`src/rtl/pc_fetch_ctrl_if.sv`:
```
// sram-like instruction port between the IF-stage fetch controller and instruction memory.
interface pc_fetch_ctrl_if;
    logic        inst_req;
    logic [31:0] inst_addr;
    logic        inst_addr_ok;
    logic        inst_data_ok;
    logic [31:0] inst_rdata;

    modport master (
        output inst_req,
        output inst_addr,
        input  inst_addr_ok,
        input  inst_data_ok,
        input  inst_rdata
    );

    modport slave (
        input  inst_req,
        input  inst_addr,
        output inst_addr_ok,
        output inst_data_ok,
        output inst_rdata
    );
endinterface

```
`src/rtl/pc_fetch_ctrl.sv`:
```
// IF-stage PC register and blocking instruction-fetch controller (one outstanding request).
module pc_fetch_ctrl #(
    parameter logic [31:0] RESET_PC = 32'hBFC0_0000
) (
    input  logic                  clk,
    input  logic                  reset,
    output logic [31:0]           PCF,
    input  logic [31:0]           PCPlus4F,
    input  logic                  StallF,
    input  logic                  ExcFlush,
    input  logic [31:0]           ExcPC,
    input  logic                  BranchTakenD,
    input  logic [31:0]           PCBranchD,
    input  logic                  JumpD,
    input  logic [31:0]           PCJumpD,
    pc_fetch_ctrl_if.master       ibus,
    output logic [31:0]           InstrF,
    output logic                  InstrValidF,
    output logic                  AddrErrF,
    output logic                  FetchBusy
);

    typedef enum logic [1:0] {
        S_REQ,
        S_WAIT,
        S_HOLD
    } state_t;

    state_t      state, state_nx;
    logic        pend_v;
    logic [31:0] pend_pc;

    logic        redir;
    logic [31:0] redir_pc;
    logic        misaligned;

    logic        pc_ld;
    logic [31:0] pc_nx;
    logic        pend_set;
    logic        pend_clr;
    logic        out_ld;
    logic [31:0] instr_nx;
    logic        adderr_nx;

    always_comb begin
        redir    = ExcFlush | BranchTakenD | JumpD;
        redir_pc = PCJumpD;
        if (ExcFlush)
            redir_pc = ExcPC;
        else if (BranchTakenD)
            redir_pc = PCBranchD;
    end

    assign misaligned = |PCF[1:0];

    always_ff @(posedge clk or posedge reset) begin
        if (reset)
            state <= S_REQ;
        else
            state <= state_nx;
    end

    always_comb begin
        state_nx  = state;
        pc_ld     = 1'b0;
        pc_nx     = PCF;
        pend_set  = 1'b0;
        pend_clr  = 1'b0;
        out_ld    = 1'b0;
        instr_nx  = InstrF;
        adderr_nx = AddrErrF;
        case (state)
            S_REQ: begin
                if (misaligned) begin
                    out_ld    = 1'b1;
                    instr_nx  = '0;
                    adderr_nx = 1'b1;
                    state_nx  = S_HOLD;
                end else if (ibus.inst_addr_ok) begin
                    pend_set = redir;
                    state_nx = S_WAIT;
                end else if (redir) begin
                    pc_ld = 1'b1;
                    pc_nx = redir_pc;
                end
            end
            S_WAIT: begin
                if (ibus.inst_data_ok) begin
                    // A redirect seen during the fetch means the returned word is stale.
                    if (pend_v || redir) begin
                        pc_ld    = 1'b1;
                        pc_nx    = redir ? redir_pc : pend_pc;
                        pend_clr = 1'b1;
                        state_nx = S_REQ;
                    end else begin
                        out_ld    = 1'b1;
                        instr_nx  = ibus.inst_rdata;
                        adderr_nx = 1'b0;
                        state_nx  = S_HOLD;
                    end
                end else begin
                    pend_set = redir;
                end
            end
            S_HOLD: begin
                if (redir) begin
                    pc_ld    = 1'b1;
                    pc_nx    = redir_pc;
                    state_nx = S_REQ;
                end else if (!StallF) begin
                    pc_ld    = 1'b1;
                    pc_nx    = PCPlus4F;
                    state_nx = S_REQ;
                end
            end
            default: state_nx = S_REQ;
        endcase
    end

    always_comb begin
        ibus.inst_req  = (state == S_REQ) && !misaligned && !reset;
        ibus.inst_addr = PCF;
        InstrValidF    = (state == S_HOLD);
        FetchBusy      = (state != S_HOLD);
    end

    always_ff @(posedge clk or posedge reset) begin
        if (reset) begin
            PCF      <= RESET_PC;
            pend_v   <= 1'b0;
            pend_pc  <= '0;
            InstrF   <= '0;
            AddrErrF <= 1'b0;
        end else begin
            if (pc_ld)
                PCF <= pc_nx;
            if (pend_set) begin
                pend_v  <= 1'b1;
                pend_pc <= redir_pc;
            end else if (pend_clr) begin
                pend_v <= 1'b0;
            end
            if (out_ld) begin
                InstrF   <= instr_nx;
                AddrErrF <= adderr_nx;
            end
        end
    end

endmodule

```
`src/flat_wrapper.sv`:
```
// flat-port wrapper written by rule: the top's interface ports become plain ports
module pc_fetch_ctrl_flat 
#(
    parameter logic [31:0] RESET_PC = 32'hBFC0_0000
)
  (clk, reset, PCF, PCPlus4F, StallF, ExcFlush, ExcPC, BranchTakenD, PCBranchD, JumpD, PCJumpD, InstrF, InstrValidF, AddrErrF, FetchBusy, ibus_inst_req, ibus_inst_addr, ibus_inst_addr_ok, ibus_inst_data_ok, ibus_inst_rdata);
  pc_fetch_ctrl_if ibus_i ();
  input  logic clk;
  input  logic reset;
  output logic [31:0] PCF;
  input  logic [31:0] PCPlus4F;
  input  logic StallF;
  input  logic ExcFlush;
  input  logic [31:0] ExcPC;
  input  logic BranchTakenD;
  input  logic [31:0] PCBranchD;
  input  logic JumpD;
  input  logic [31:0] PCJumpD;
  output logic [31:0] InstrF;
  output logic InstrValidF;
  output logic AddrErrF;
  output logic FetchBusy;
  output wire logic [$bits(ibus_i.inst_req)-1:0] ibus_inst_req;
  output wire logic [$bits(ibus_i.inst_addr)-1:0] ibus_inst_addr;
  input wire logic [$bits(ibus_i.inst_addr_ok)-1:0] ibus_inst_addr_ok;
  input wire logic [$bits(ibus_i.inst_data_ok)-1:0] ibus_inst_data_ok;
  input wire logic [$bits(ibus_i.inst_rdata)-1:0] ibus_inst_rdata;
  assign ibus_inst_req = ibus_i.inst_req;
  assign ibus_inst_addr = ibus_i.inst_addr;
  assign ibus_i.inst_addr_ok = ibus_inst_addr_ok;
  assign ibus_i.inst_data_ok = ibus_inst_data_ok;
  assign ibus_i.inst_rdata = ibus_inst_rdata;
  pc_fetch_ctrl #(.RESET_PC(RESET_PC)) u_core (.clk(clk), .reset(reset), .PCF(PCF), .PCPlus4F(PCPlus4F), .StallF(StallF), .ExcFlush(ExcFlush), .ExcPC(ExcPC), .BranchTakenD(BranchTakenD), .PCBranchD(PCBranchD), .JumpD(JumpD), .PCJumpD(PCJumpD), .ibus(ibus_i), .InstrF(InstrF), .InstrValidF(InstrValidF), .AddrErrF(AddrErrF), .FetchBusy(FetchBusy));
endmodule
```
`config.mk`:
```
export PLATFORM = sky130hd
export DESIGN_NAME = pc_fetch_ctrl_flat
export DESIGN_NICKNAME = d
export VERILOG_FILES = /design/src/rtl/pc_fetch_ctrl_if.sv /design/src/rtl/pc_fetch_ctrl.sv /design/src/flat_wrapper.sv
export SDC_FILE = /design/constraint.sdc
export NUM_CORES = 1
export LEC_CHECK = 0
export CAP_MARGIN = 20
export CORE_MARGIN = 2
export CORE_UTILIZATION = 35
export DETAILED_ROUTE_END_ITERATION = 12
export PLACE_DENSITY = 0.72
export SLEW_MARGIN = 20
export SYNTH_ARGS = -nofsm -noshare
export SYNTH_HDL_FRONTEND = slang
export SYNTH_SLANG_ARGS = --single-unit
```
`constraint.sdc`:
```
create_clock -name clk -period 6.8 [get_ports clk]
set_clock_uncertainty 0.2 [all_clocks]
set_input_delay 2.04 -clock clk [delete_from_list [all_inputs] [get_ports clk]]
set_output_delay 2.04 -clock clk [all_outputs]
set_load 0.05 [all_outputs]
```
* Word level (Yosys, flattened, before mapping) *
Index checks and enable logic that the tools add are counted.
W data, S select, Z words.

word-level totals
  bits in registers = 100
  input port bits = 168
  word-level logic and storage cells = 78

cells by class
  eq/ne operators = 12
  mux-type cells = 45
  bitwise operators = 2
  reduce and logical (&&, ||, !) cells = 13

operators by type and width
  cell                  count
  $mux W32              13
  $pmux W32 S3          1
  $pmux W32 S2          1
  $mux W1               19
  $mux W2               6
  $ne A2 B2 Y1 const B  5
  $reduce_and A8 Y1     1
  $ne A2 B1 Y1 const B  3
  $ne A3 B2 Y1 const B  2
  $pmux W1 S2           3
  $pmux W2 S3           1
  $reduce_and A5 Y1     1
  $reduce_bool A2 Y1    2
  $pmux W1 S3           1
  $reduce_and A3 Y1     1
  $reduce_bool A3 Y1    1
  $eq A2 B1 Y1 const B  1
  $eq A2 B2 Y1 const B  1
  $logic_and A1 B1 Y1   2
  $logic_not A1 Y1      2
  $logic_not A2 Y1      1
  $or A1 B1 Y1          2
  $reduce_or A2 Y1      1
  $logic_or A1 B1 Y1    1

* Longest topological paths before layout *
  depth in word-level cells = 8
  depth in mapped cells = 9
  mapped depth without buffers = 7

* Least setup slack after synthesis *
No wires, ideal clock.

  path type = input port to output port
  start = input port reset
  end = output port ibus_inst_req
  arrival = 2.694 ns
  data required time = 4.560 ns
  path slack = 1.866 ns
  stages = 1
  buffers on the path = 0
  path through = nor2_1

between the ends
  cells in the longest elaborated chain, start to end = 2

RTL lines
  element                     RTL line              source
  start, declared             flat_wrapper.sv:9     input logic reset;
  $logic_not A1 Y1 (no line)  -
  $logic_and A1 B1 Y1         pc_fetch_ctrl.sv:121  ibus.inst_req = (state == S_REQ) && !misaligned && !reset;
  end, declared               flat_wrapper.sv:23    output wire logic [$bits(ibus_i.inst_req)-1:0] ibus_inst_req;

No other way between the ends.

* Worst setup path in the final report *
Ends and elaborated chain as after synthesis.

==> metrics list <==
- Avg Cell Area, Syn: approximately 10 µm²
- Of the total power, the share spent switching nets is 0.456.
- For this run, the slowest stage of the critical path takes 0.82 ns.
* Global-route track usage on met2: 0.355
- Leaving out fill and tap cells, the most frequent cells in the layout are sky130_fd_sc_hd__clkdlybuf4s50_1 (265), sky130_fd_sc_hd__dfrtp_1 (91), sky130_fd_sc_hd__nand2_1 (39).
- Sequential area share after synthesis: 0.471
* Number of enable-type register cells in the synthesized netlist: 0
- Number of vias after detailed routing: approximately 4700
- Proportion of power drawn by flip-flops and latches: 0.272
- TritonCTS built the clock tree.
- Of the cells placed in the final design, the portion with a size suffix greater than 1 is 0.106.
- The slowest stage of the critical path belongs to the cell sky130_fd_sc_hd__clkdlybuf4s50_1.
* Clock edge transition at the registers on the reported setup and hold paths: around 0.060 ns
- Vias per inst: 5.19
* Weighted congestion reported at the end of routability-driven placement: about 0.83
- Die height: 127 µm
- At the worst endpoint, the required time is 4.56 ns.
- The critical path goes through clkdlybuf4s50_1, nor2_1, clkdlybuf4s50_1.
- CP Max Fanout: 2
- The worst hold path belongs to the class reg2reg.
- Number of nets produced by synthesis: between 600 and 700
* Post-layout instance count excluding filler cells: roughly 910
- After detailed routing, the number of remaining DRC violations is 0.
- Average wire per standard cell: between 15 and 20 µm
* Worst hold slack: 0.285 ns
* Post-synthesis to final-layout area growth: 53.3%
- Counting along the longest clock path gives a buffer depth of 2.
- Capturing element type of the critical path: output pin
* CTS Hold Bufs: 0
* Logic pwr share: 0.579
- Gr ovfl total: 0
* Post-route core utilization: 0.544
- Instance count after placement with tap cells included: 896
* Biggest area contributors in the synthesized netlist: sky130_fd_sc_hd__dfrtp_1 (43%), sky130_fd_sc_hd__mux2_4 (8.4%), sky130_fd_sc_hd__mux2i_1 (6.0%), sky130_fd_sc_hd__a22o_1 (5.3%), sky130_fd_sc_hd__a22oi_1 (4.5%)
- Setup violations remaining at the end of the flow were counted as 0.
- Max-capacitance violation count: 0
- Total buffers and inverters traversed by the critical path: 2
- IR analysis of the VDD net gives a maximum drop of around 0.30 mV.
* Wire length of the first global-routing pass: ~26000 µm
- Vias in the first global route: between 4000 and 5000
* Met3 demand-to-capacity share in global routing: 0.0339
- The worst setup path is launched from a primary input.
- Summing all flip-flop and latch instances after layout gives about 2500 µm².
- Most congested layer reported by global routing: met2
- Number of primary I/O pins: roughly 270
* Switching power total: about 0.0016 W
- Of the available clock period, the critical path in the final layout requires 0.839.
* WS Path Type: in2out
* Count of TritonRoute iterations in the first routing pass: 4
- Core Box Area: between 15000 and 20000 µm²
- Wires add up to between 15000 and 20000 µm.
- Post-synthesis async set-or-reset flop share: 1.00
* Number of different library cells in the post-synthesis netlist: 34
- The final count of hold timing violations is 0.
- Arrival time at the worst endpoint: roughly 3.5 ns
- Effective utilization at floorplan: 0.355
- The synthesized design contains 100 register bits.
- Root Buffer Master: sky130_fd_sc_hd__clkbuf_16
- Number of warnings issued by yosys: 0
- H-tree level count: 3
- The initial antenna violation count came to 0.
- Outcome: complete, no violations
* Cell area power density: around 420 nW/µm²
- For this run, the post-layout net count is approximately 890.
- Setup total negative slack on the finished layout was measured at 0 ns.
- Post_cts resized: 0
* Die area: between 15000 and 20000 µm²
- The filler cells instantiated in the layout total 1311.
- Synthesized netlist cell count: 508
- Ant diodes: 0
- Dominant delay contributor by cell family on the critical path: buffers and inverters
- Overall track demand over capacity in global routing: 0.199
* Max-Slew Margin vs Limit: 0.418
- The multi-input combinational cells in the finished layout cover a total of roughly 2400 µm².
* Leading register cell type out of synthesis: sky130_fd_sc_hd__dfrtp_1
* Leakage power summed over all cells: around 3.4 nW
- Subtracting the final worst setup slack from the clock period gives 5.71 ns.
- Slew @ Worst Pin: slightly below 0.9 ns
- The synthesized netlist occupies a cell area of between 5000 and 6000 µm².
* Clock network fraction of design power: 0.149
- Post-CTS timing repair inserted 0 buffers for setup.
* Die Wd: about 130 µm
* Internal power summed over all cells: approximately 0.0019 W
- The HPWL after detailed placement is around 12000 µm.
- The detail route stage leaves a number of antenna-violating nets equal to 0.
- Share of the synthesized area in the top cell type: 0.427
- Input and output buffers added on the ports amount to 267.
- Final Max Slew Viols: 0
* GR met1 Demand/Resource: 0.243
- RSZ-0062 raised after global routing: no
* Commonest non-fill, non-tap cell in the layout: sky130_fd_sc_hd__clkdlybuf4s50_1
* TritonCTS buffer count: 9
- Clock insertion delay at the later pin of the skew report: ~0.34 ns
- By instance count, the cell type seen most on the critical path is sky130_fd_sc_hd__clkdlybuf4s50_1.
- Pin count of the biggest net entering global routing: 66
* Clock Sinks: 100
- Summed over all instances, the cell type with the most area after synthesis is sky130_fd_sc_hd__dfrtp_1.
* Number of placement rows: between 40 and 50
- FMAX: approximately 180 MHz
- Drt first-iter violations: between 200 and 300
==> worst register-to-register path: cells and delay by family (launching register included) <==
| family | cells | cell delay, ns |
|---|---|---|
| adders and majority gates | 1 | 0.75 |
| and+or+nand+nor | 2 | 0.67 |
| buffers and inverters | 2 | 0.45 |
| AOI/OAI and AO/OA | 2 | 0.41 |
| DFF | 1 | 0.41 |
==> cells in the mapped netlist, types with 2 or more instances <==
cell and count:
sky130_fd_sc_hd__dfrtp_1 91, sky130_fd_sc_hd__and3_1 2, sky130_fd_sc_hd__o22ai_1 32, sky130_fd_sc_hd__mux2i_1 32
sky130_fd_sc_hd__a21oi_1 37, sky130_fd_sc_hd__buf_4 32, sky130_fd_sc_hd__mux2_4 30, sky130_fd_sc_hd__dfstp_2 9
sky130_fd_sc_hd__clkbuf_1 29, sky130_fd_sc_hd__mux2_2 3, sky130_fd_sc_hd__inv_1 4, sky130_fd_sc_hd__buf_6 4
sky130_fd_sc_hd__nand2_1 40, sky130_fd_sc_hd__ha_1 4, sky130_fd_sc_hd__o21ai_0 35, sky130_fd_sc_hd__a22o_1 32
sky130_fd_sc_hd__buf_2 8, sky130_fd_sc_hd__nor2_1 36, sky130_fd_sc_hd__a22oi_1 32, sky130_fd_sc_hd__buf_1 2
==> routing by layer <==
metal	wire length [µm]	part of all wire
met2	8460	0.52
met1	6730	0.41
met4	260	0.016
met5	0	0
met3	913	0.056
==> state kept, by name, summed over array words and instances (netlist names) <==
name	count
u_core.pend_pc	32
u_core.state	2
u_core.pend_v	1
u_core.InstrF	32
u_core.AddrErrF	1
u_core.PCF	32
==> final cells by class <==
type,instances,share of cell area
Clock buffer,12,0.0302
Timing Repair Buffer,275,0.333
Multi-Input combinational cell,329,0.291
Sequential cell,100,0.308
Clock inverter,4,0.00689
Inverter,4,0.00214
Tap cell,188,0.0288
==> power by group through the flow <==
stage               sequential (W)  clock, W  combinational (W)
CTS                       0.000944  0.000532            0.00201
floorplan                  0.00122         0            0.00123
global placement          0.000937         0            0.00198
finish                    0.000943  0.000518            0.00201
global route              0.000969  0.000554            0.00212
detailed placement        0.000948         0            0.00201
==> cell families after synthesis <==
kind of cell / after synthesis / share of synthesized area
compound gates: 173 / 0.211
fa+ha+maj: 4 / 0.00939
buf+inv: 79 / 0.0856
flops: 100 / 0.471
mux: 65 / 0.151
simple gates: 87 / 0.0716
==> path summary, 6_finish.rpt <==
kind / from / endpoint / depth (start not counted) / slack (ns)
worst max register to register: u_core.state[1] / u_core.pend_pc[10] / 7 / 3.77
worst max-delay path: reset / ibus_inst_req / 3 / 1.09
min in group asynchronous: reset / u_core.InstrF[31] / 2 / 1.94
worst min register to register: u_core.pend_pc[28] / u_core.pend_pc[28] / 2 / 0.28
worst min-delay path: u_core.pend_pc[28] / u_core.pend_pc[28] / 2 / 0.28
max in group asynchronous: reset / u_core.InstrF[21] / 3 / 3.30
==> through the flow <==
stage / setup slack (ns) / power [W] / instance area (µm²)
after floorplan: 1.87 / 0.00245 / 5330
after global placement: 1.11 / 0.00291 / 7870
after detailed placement: 1.10 / 0.00296 / 7870
after CTS: 1.09 / 0.00349 / 8170
after global routing: 1.05 / 0.00364 / 8170
final: 1.09 / 0.00347 / 8170
Power figures use the tool's default switching activity.
